**src/rtl/pc_status_sequencer.sv**
```systemverilog
// Program-counter / status / micro-state register stage that sits beside the control decoders.
// Optional feature: define PC_ALIGN_CHECK_EN to force word-aligned PC loads and raise a sticky pc_fault.
module pc_status_sequencer #(
    parameter int                  PC_WIDTH = 64,
    parameter logic [PC_WIDTH-1:0] RESET_PC = '0,
    parameter int                  CW_WIDTH = 29
) (
    input  logic                clock,
    input  logic                reset,
    input  logic                enable,
    input  logic [CW_WIDTH-1:0] controlWord,
    input  logic [PC_WIDTH-1:0] K,
    input  logic [PC_WIDTH-1:0] regA,
    input  logic [3:0]          aluStatus,
    input  logic [1:0]          nextState,
    output logic [PC_WIDTH-1:0] PC,
    output logic [PC_WIDTH-1:0] PC4,
    output logic [3:0]          status,
    output logic [1:0]          state,
    output logic                pc_fault
);

    localparam logic [1:0] PSEL_HOLD   = 2'b00;
    localparam logic [1:0] PSEL_INC    = 2'b01;
    localparam logic [1:0] PSEL_REG    = 2'b10;
    localparam logic [1:0] PSEL_BRANCH = 2'b11;

    logic [1:0]          psel;
    logic                pc_sel;
    logic                sl;
    logic [PC_WIDTH-1:0] in_val;
    logic [PC_WIDTH-1:0] pc_plus4;
    logic [PC_WIDTH-1:0] target;

    logic [PC_WIDTH-1:0] pc_q, pc_d;
    logic [3:0]          status_q, status_d;
    logic [1:0]          state_q, state_d;

    // Only Psel, PCsel and SL matter here; the middle of the control word belongs to other stages.
    logic unused_cw_bits;
    assign unused_cw_bits = ^controlWord[CW_WIDTH-3:2];

    assign psel     = controlWord[CW_WIDTH-1:CW_WIDTH-2];
    assign pc_sel   = controlWord[1];
    assign sl       = controlWord[0];
    assign in_val   = pc_sel ? K : regA;
    assign pc_plus4 = pc_q + PC_WIDTH'(4);

    always_comb begin
        target = pc_q;
        case (psel)
            PSEL_HOLD:   target = pc_q;
            PSEL_INC:    target = pc_plus4;
            PSEL_REG:    target = in_val;
            PSEL_BRANCH: target = pc_plus4 + (in_val << 2);
            default:     target = pc_q;
        endcase
    end

`ifdef PC_ALIGN_CHECK_EN
    logic fault_q, fault_d;

    always_comb begin
        pc_d     = pc_q;
        status_d = status_q;
        state_d  = state_q;
        fault_d  = fault_q;
        if (enable) begin
            pc_d     = {target[PC_WIDTH-1:2], 2'b00};
            status_d = sl ? aluStatus : status_q;
            state_d  = nextState;
            if (target[1:0] != 2'b00) begin
                fault_d = 1'b1;
            end
        end
    end

    always_ff @(posedge clock or negedge reset) begin
        if (!reset) begin
            fault_q <= 1'b0;
        end else begin
            fault_q <= fault_d;
        end
    end

    assign pc_fault = fault_q;
`else
    always_comb begin
        pc_d     = pc_q;
        status_d = status_q;
        state_d  = state_q;
        if (enable) begin
            pc_d     = target;
            status_d = sl ? aluStatus : status_q;
            state_d  = nextState;
        end
    end

    assign pc_fault = 1'b0;
`endif

    always_ff @(posedge clock or negedge reset) begin
        if (!reset) begin
            pc_q     <= RESET_PC;
            status_q <= 4'b0000;
            state_q  <= 2'b00;
        end else begin
            pc_q     <= pc_d;
            status_q <= status_d;
            state_q  <= state_d;
        end
    end

    assign PC     = pc_q;
    assign PC4    = pc_plus4;
    assign status = status_q;
    assign state  = state_q;

endmodule

```
**config.mk**
```make
export PLATFORM = sky130hd
export DESIGN_NAME = pc_status_sequencer
export DESIGN_NICKNAME = d
export VERILOG_FILES = /design/src/rtl/pc_status_sequencer.sv
export SDC_FILE = /design/constraint.sdc
export NUM_CORES = 1
export LEC_CHECK = 0
export BUFFER_PORTS_ARGS = -buffer_cell sky130_fd_sc_hd__buf_2
export CAP_MARGIN = 5
export CORE_ASPECT_RATIO = 0.9
export CORE_MARGIN = 10
export CORE_UTILIZATION = 45
export CTS_BUF_LIST = sky130_fd_sc_hd__clkbuf_8
export CTS_CLUSTER_SIZE = 24
export DETAILED_ROUTE_END_ITERATION = 8
export GPL_TIMING_DRIVEN = 1
export HOLD_SLACK_MARGIN = 0.15
export PLACE_DENSITY = 0.71
export SETUP_SLACK_MARGIN = 0.05
export SYNTH_ARGS = -nofsm -noshare
export SYNTH_HDL_FRONTEND = slang
export SYNTH_SLANG_ARGS = --single-unit
```
**constraint.sdc**
```tcl
create_clock -name clock -period 5.17 [get_ports clock]
set_clock_uncertainty 0.1 [all_clocks]
set_input_delay 0.517 -clock clock [delete_from_list [all_inputs] [get_ports clock]]
set_output_delay 0.517 -clock clock [all_outputs]
set_load 0.02 [all_outputs]
```
**Word-level counts from Yosys, hierarchy flattened**

Index checks and enable logic that the tools add are counted.

- Output and inout bits: 135
- Register bits after elaboration: 70
- Input port bits: 166
- Logic and storage cells: 14

- Equality and inequality tests: 3
- Reductions and logical operators: 3
- Multiplexer cells: 2
- Add/subtract/negate cells: 2
- Bitwise operators: 1

Operator list:

| kind | number |
|---|---|
| 64-bit one-hot mux with 3 select lines | 1 |
| 64-bit by 3-bit adder with 64-bit output, second input constant | 1 |
| 64-bit adder | 1 |
| 64-bit two-way mux | 1 |
| 2-bit equality test, second input constant | 2 |
| 2-bit AND reduction | 2 |
| 2-bit by 1-bit equality test with 1-bit output, second input constant | 1 |
| 2-bit logical NOT | 1 |
| 1-bit inverter | 1 |

**Logic depth before layout (Yosys ltp)**

Gate-level depths: netlist of the first run.

- Depth in word-level cells: 3
- Gate-level depth with buffers: 22
- Gate-level depth less buffers: 20

**Worst setup path after synthesis of the first run**

Ideal clock, no wire load.

- Kind: reg2reg
- From: register pc_q[2] (netlist: PC[2])
- To: register pc_q[59] (netlist: PC[59])
- Data required time: 4929 ps
- Stages on the path, launching flop included: 23
- Library setup time: 141 ps
- Setup slack: 136 ps
- Data arrival time: 4793 ps
- Period minus slack after synthesis: 5034 ps
- Buffers on the path: 2
- Cell sequence: dfrtp_1 ha_1 and3_1 buf_2 nand2_1 nor3_1 nand2b_1 buf_2 nor2_1 nand4_1 or2_1 xnor2_1 ha_1 a21o_1 a21o_1 a21oi_1 nor3_1 nor4b_1 a21oi_1 o21ai_0 o21ai_0 xnor2_1 a31oi_1

- Word-level cells in the longest chain between the ends: 3

RTL lines:

| item | RTL line | text |
|---|---|---|
| start, declared | 35 | `logic [PC_WIDTH-1:0] pc_q, pc_d;` |
| start signal, assigned | 108 | `pc_q <= pc_d;` |
| 64-bit by 3-bit adder with 64-bit output | 47 | `assign pc_plus4 = pc_q + PC_WIDTH'(4);` |
| named net PC4[44] | 17 | `output logic [PC_WIDTH-1:0] PC4,` |
| 64-bit adder | 55 | `PSEL_BRANCH: target = pc_plus4 + (in_val << 2);` |
| 64-bit one-hot mux with 3 select lines | 51 | `case (psel)` |

The timed path passes the listed nets, and every way through them passes these cells.
A chain may end at the register's enable or synchronous reset.

**Worst setup path after layout of the first run**

- From: register pc_q[8] (netlist: PC[8])
- To: register pc_q[62] (netlist: PC[62])

- Word-level cells in the longest chain between the ends: 3

RTL lines:

| item | RTL line |
|---|---|
| 64-bit by 3-bit adder with 64-bit output * | 47 |
| 64-bit adder | 55 |
| 64-bit one-hot mux with 3 select lines * | 51 |

Every way passes the cells marked *; elsewhere a longest branch is shown, timed or not.

==> flow_metrics.tcl, run 1 <==
set metrics [dict create \
    status "finished, final reports clean" \
    synth_edf_count 0 \
    tns_ps 0 \
    synthCells 1299 \
    hpwl_um 33200 \
    design_area_um2 12100 \
    syn_area_per_cell_um2 7.61 \
    fmax_ghz 0.205 \
    required_ps 5340 \
    first_iter_violations 1176 \
    synth_top_family_by_area "compound AO/OA/AOI/OAI gates" \
    placed_cell_area_um2 11800 \
    cp_max_fo 8 \
    drive_above_1_share_pct 30.4 \
    antenna_found_initial 0 \
    clock_latency_ps 400 \
    worst_pin_slew_ps 1210 \
    cts_root_buf "clkbuf_8" \
    rsz0062_at_grt "true" \
    die_area_um2 28300 \
    synth_compound_area_share_pct 26.7 \
    ys_async_sr_fraction_pct 100 \
    grt-ovfl-total 0 \
    viasPerCell 6.15 \
    period_needed_ps 4890 \
    crit_type "reg -> reg" \
    p_leak_nw 5.53 \
    power_w 0.00492 \
    numCtsBuffers 9 \
    drc 0 \
    peakVddDrop_mv 0.196 \
    grt_pass1_wl_um 65200 \
    yosys_register_bits 70 \
    wl_met2_um 18700 \
    reg2reg_slack_ps 280 \
    firstDrtPassIters 5 \
    port_buffers 274 \
    start_util_pct 45.7 \
    hp-class "in -> async" \
    core_area_um2 21600 \
    dpl.cell_count 1852 \
    cts_tree "done" \
    htreeDepth 3 \
    synthXorXnorAreaFrac_pct 9.57 \
    floorplan.die.height_um 161 \
    num-nets-final 1815 \
    wl_met1_um 18000 \
    num_antenna_cells 0 \
    synth_mux_area_share_pct 9.94 \
    vias 11500 \
    final_cell_count_no_fill 1869 \
    period_share_pct 94.6 \
    mappedNetlistArea_um2 9880 \
    ff2ff_path_depth 20 \
    grt_use_total_pct 28.8 \
    ys_seq_area_share_pct 17.7 \
    r2r-start "PC[8]" \
    max_slew_margin_pct 18.9 \
    fp.dieW_um 176 \
    wl_met3_um 4610 \
    drt-total-wl_um 42200 \
    routedWlPerCell_um 22.6 \
    grt_max_degree 71 \
    ioPinCount 301 \
    ant_nets 0 \
    rows 51 \
    hold_viol 0 \
    area_growth_pct 22.2 \
    cp-end-kind "register" \
    cts.sinks 70 \
    clockBufferDepth 2 \
    synth-adder-area-share_pct 9.70 \
    ys_dominant_reg_cell "dfrtp_1" \
    grt_pass1_vias 11400 \
    highest_layer "met4" \
    synth.net_count 1541 \
    worstPathArrival_ps 5060 \
    critPathLaunchType "register" \
    ys_types 84 \
    yosysWarnings 0 \
    r2r_end "PC[62]" \
    nFillCells 2120 \
    cts.clk_slew.worst_paths_ps 90 \
    yosys.area_share.simple_pct 22.1 \
    drv_slew 0 \
    power.density_nw_per_um2 407 \
    maxCapViolCount 0 \
    place_congestion 1.02 \
    setup_viol 0 \
]
-- layer usage --
layer | global-route usage, % | up-vias
met3 | 6.99 | 63
li1 | - | 5363
met1 | 38.9 | 5439
met4 | 7.86 | 0
met2 | 44.7 | 628
met5 | 0 | -
-- power by group --
part | internal, W | switching (W) | total (W)
registers | 0.000692 | 0.000255 | 0.000948
clock network | 0.000225 | 0.000282 | 0.000507
logic | 0.00134 | 0.00212 | 0.00346
-- synthesized netlist by cell type (all sizes together) (6+ instances only) --
cell type,n,area [µm²]
nand2,162,611
a21oi,116,584
nor2,111,422
o21ai,101,505
ha,75,938
mux2,73,822
xnor2,73,639
dfrtp,70,1750
clkbuf,63,236
a21o,37,278
nand4,37,259
nand3,36,198
xor2,35,307
inv,27,101
nor3,26,135
and3,20,130
mux2i,16,160
buf,15,81.3
o22ai,15,93.8
o211ai,14,105
o21bai,13,97.6
a31oi,12,75.1
nor4,10,120
o221ai,9,78.8
a22oi,8,60.1
o21a,8,60.1
a211oi,7,57.6
a221o,7,70.1
a221oi,7,61.3
or3,7,43.8
and4,6,55.1
o31ai,6,45.0
-- what timing repair did --
action / 4_1_cts / 5_1_grt
resized for setup: 0 / 16
endpoints found under the setup margin: 0 / 16
setup buffers: 0 / 1
hold buffers: 0 / 0
-- cell families (layout without fill, tap and decap cells) --
kind of cell / after synthesis / in the layout
compound gates: 408 / 408
fa+ha+maj: 76 / 76
other cells: 1 / 1
buf+inv: 105 / 384
mux: 89 / 89
xor+xnor: 108 / 108
flops: 70 / 70
simple gates: 442 / 442
-- sequential cells by signal, indices dropped and copies added (netlist names) --
signal / cells
state: 2
PC: 64
status: 4
-- cells in the final DEF (no fill, tap or decap), types with 12 or more instances in the layout --
| master | count |
|---|---|
| buf_2 | 273 |
| nand2_1 | 161 |
| a21oi_1 | 112 |
| nor2_1 | 108 |
| o21ai_0 | 96 |
| ha_1 | 75 |
| mux2_2 | 73 |
| xnor2_1 | 73 |
| dfrtp_1 | 67 |
| buf_4 | 67 |
| a21o_1 | 37 |
| xor2_1 | 35 |
| nand4_1 | 34 |
| nand3_1 | 33 |
| inv_1 | 27 |
| nor3_1 | 23 |
| and3_1 | 19 |
| mux2i_1 | 16 |
| o22ai_1 | 15 |
| o211ai_1 | 14 |
| o21bai_1 | 13 |
| a31oi_1 | 12 |
-- worst max-delay path by stage --
stage,from,end,slack [ps],depth (start not counted)
2_1_floorplan,PC[2],PC[59],140,22
3_3_place_gp,PC[13],PC[59],250,19
3_5_place_dp,PC[13],PC[59],240,19
4_1_cts,PC[13],PC[63],200,19
5_1_grt,PC[8],PC[54],7,19
6_report,PC[8],PC[62],280,20
-- worst max-delay path, cell delays in order, from the launching register on --
cell and delay, ps:
dfrtp_1 470, nand4_2 240, nor4_4 340, buf_4 270
nand4_2 230, nor2_1 150, buf_4 220, nand3_1 120
xnor2_1 320, ha_1 370, and3_1 210, nand2_1 100
nor3_1 90, and3_1 150, a32oi_1 350, nand2_1 210
a21oi_2 270, o21ai_0 120, buf_4 160, mux2i_1 150
o21ai_0 100
-- metrics by stage --
step | hold slack [ps] | utilization [%] | setup WS, ps
floorplan | 121 | - | 136
global placement | 382 | 54.6 | 245
detailed placement | 391 | 54.6 | 241
CTS | 233 | 55.5 | 203
global route | 236 | 55.8 | 7.42
finish | 194 | 55.8 | 281
-- cell type report --
type	instances	area [µm²]	area share, %
Multi-Input combinational cell	1124	7770	64.3
Timing Repair Buffer	341	1890	15.6
Tap cell	291	364	3.01
Sequential cell	70	1760	14.5
Clock buffer	9	124	1.03
Inverter	27	101	0.839
Clock inverter	7	73.8	0.611
Note: power is estimated with default switching activity, not from simulation.
==> run 2: changes to the inputs <==
--- a/config.mk
+++ b/config.mk
@@ -7,7 +7,6 @@
 export LEC_CHECK = 0
 export BUFFER_PORTS_ARGS = -buffer_cell sky130_fd_sc_hd__buf_2
 export CAP_MARGIN = 5
-export CORE_ASPECT_RATIO = 0.9
 export CORE_MARGIN = 10
 export CORE_UTILIZATION = 45
 export CTS_BUF_LIST = sky130_fd_sc_hd__clkbuf_8
@@ -15,7 +14,7 @@
 export DETAILED_ROUTE_END_ITERATION = 8
 export GPL_TIMING_DRIVEN = 1
 export HOLD_SLACK_MARGIN = 0.15
-export PLACE_DENSITY = 0.71
+export PLACE_DENSITY_LB_ADDON = 0.15
 export SETUP_SLACK_MARGIN = 0.05
 export SYNTH_ARGS = -nofsm -noshare
 export SYNTH_HDL_FRONTEND = slang
==> flow_metrics.tcl, run 2 (synthesis results as in run 1) <==
set metrics [dict create \
    final_cell_count_no_fill 1880 \
    worst_pin_slew_ps 1040 \
    cts.clk_slew.worst_paths_ps 100 \
    fmax_ghz 0.207 \
    rows 54 \
    peakVddDrop_mv 0.192 \
    port_buffers 274 \
    grt-ovfl-total 0 \
    design_area_um2 12200 \
    num-nets-final 1837 \
    hold_slack_ps 207 \
    clock_latency_ps 380 \
    viasPerCell 6.05 \
    maxCapViolCount 0 \
    cp_max_fo 8 \
    reg2reg_slack_ps 340 \
    cp-end-kind "register" \
    cts_tree "done" \
    ioPinCount 301 \
    grt_pass1_wl_um 65800 \
    ff2ff_path_depth 19 \
    max_slew_margin_pct 31.0 \
    start_util_pct 45.6 \
    cts_root_buf "clkbuf_8" \
    grt_pass1_vias 11400 \
    vias 11400 \
    place_congestion 0.986 \
    path_cells "nand4_2 -> nor4_4 -> and4_4 -> nand4_1 -> nor2_1 -> buf_4 -> nand2_1 -> xnor2_1 -> ha_1 -> a21o_1 -> a21o_1 -> a21o_1 -> a31oi_1 -> o21ai_0 -> a221o_1 -> a21oi_2 -> xnor2_1 -> a222oi_1 -> o21ai_0" \
    path_delay_family "compound AO/OA/AOI/OAI gates" \
    hp-class "in -> async" \
    required_ps 5330 \
    antenna_found_initial 0 \
    cp_slowest_cell "dfrtp_1" \
    crit_buf_inv 1 \
    die_area_um2 28300 \
    r2r-start "PC[7]" \
    crit_type "reg -> reg" \
    first_iter_violations 966 \
    status "finished, final reports clean" \
    area_growth_pct 24.0 \
    period_needed_ps 4830 \
    rsz0062_at_grt "true" \
    period_share_pct 93.4 \
    htreeDepth 3 \
    p_leak_nw 5.67 \
    critPathLaunchType "register" \
    nFillCells 2138 \
    r2r_end "PC[54]" \
    drc 0 \
    placed_cell_area_um2 12000 \
    grt_max_degree 71 \
    dpl.cell_count 1864 \
    setup_viol 0 \
    worstPathArrival_ps 4990 \
    firstDrtPassIters 6 \
    num_antenna_cells 0 \
    routedWlPerCell_um 23.0 \
    drt-total-wl_um 43200 \
    numCtsBuffers 9 \
    floorplan.die.height_um 168 \
    tns_ps 0 \
    clockBufferDepth 2 \
    worst_path_most_repeated_cell "a21o_1" \
    hold_viol 0 \
    core_area_um2 21700 \
    final_cell_mix "buf_2, nand2_1, a21oi_1, nor2_1, o21ai_0" \
    mostFrequentLayoutCell "buf_2" \
    max_stage_delay_ps 510 \
    drive_above_1_share_pct 31.1 \
    postCtsHoldBufs 0 \
    fp.dieW_um 168 \
    ant_nets 0 \
    cts.sinks 70 \
    power.density_nw_per_um2 410 \
    grt_use_total_pct 29.0 \
    drv_slew 0 \
    hpwl_um 34200 \
    largest_reg_flops 64 \
]
## run 2: changes by cell type in the layout (fill, tap and decap cells not counted), sizes merged
cell and delta:
buf +22, bufinv +1, clkinv +2, clkinvlp -1, inv -2
## run 2: what timing repair did
action,in CTS,in global routing
gates resized for setup,0,13
buffers inserted,0,0
endpoints found under the setup margin,0,14
## run 2: area by class of cell
cell class	instances	area (µm²)	share of cell area [%]
multi-input combinational	1124	7770	63.4
timing repair buffer	363	2050	16.8
sequential	70	1760	14.3
tap	280	350	2.86
clock buffer	9	124	1.01
inverter	27	101	0.827
clock inverter	7	97.6	0.797
## run 2: worst register-to-register path, delay by kind of cell (launching register included)
| kind | cells | cell delay (ps) |
|---|---|---|
| XOR/XNOR | 2 | 330 |
| AO/OA/AOI/OAI | 9 | 1950 |
| buffers and inverters | 1 | 180 |
| AND/OR/NAND/NOR | 6 | 1310 |
| adder cells (fa/ha/maj) | 1 | 330 |
| flip-flops | 1 | 510 |
## run 2: where the power goes
| group | internal, W | leakage (nW) | switching [W] |
|---|---|---|---|
| Sequential | 0.000692 | 0.826 | 0.000261 |
| Combinational | 0.00137 | 4.73 | 0.00214 |
| Clock | 0.000274 | 0.106 | 0.000281 |
| Total | 0.00234 | 5.67 | 0.00268 |
## run 2: how the worst max path moves through the flow
stage / startpoint / end / slack [ps] / cells past startpoint
final: PC[7] / PC[54] / 340 / 19
after global routing: PC[17] / PC[53] / -3 / 20
after CTS: PC[12] / PC[62] / 190 / 21
after detailed placement: PC[12] / PC[62] / 240 / 21
after global placement: PC[12] / PC[62] / 280 / 21
after floorplan: PC[2] / PC[59] / 140 / 22
## run 2: stage by stage
stage	worst slack [ps]	utilization (%)	power, W
finish	342	56.5	0.00502
detailed placement	238	55.3	0.00441
CTS	192	56.3	0.00499
global route	-3.45	56.5	0.00539
global placement	282	55.3	0.00440
floorplan	136	-	0.00324
## run 2: per-layer routing
layer / wire (µm) / global-route usage (%) / vias up
met3: 3860 / 6.19 / 78
met2: 19200 / 46.0 / 556
met4: 1390 / 9.16 / 0
li1: - / - / 5397
met1: 18800 / 38.6 / 5349
met5: 0 / 0 / -
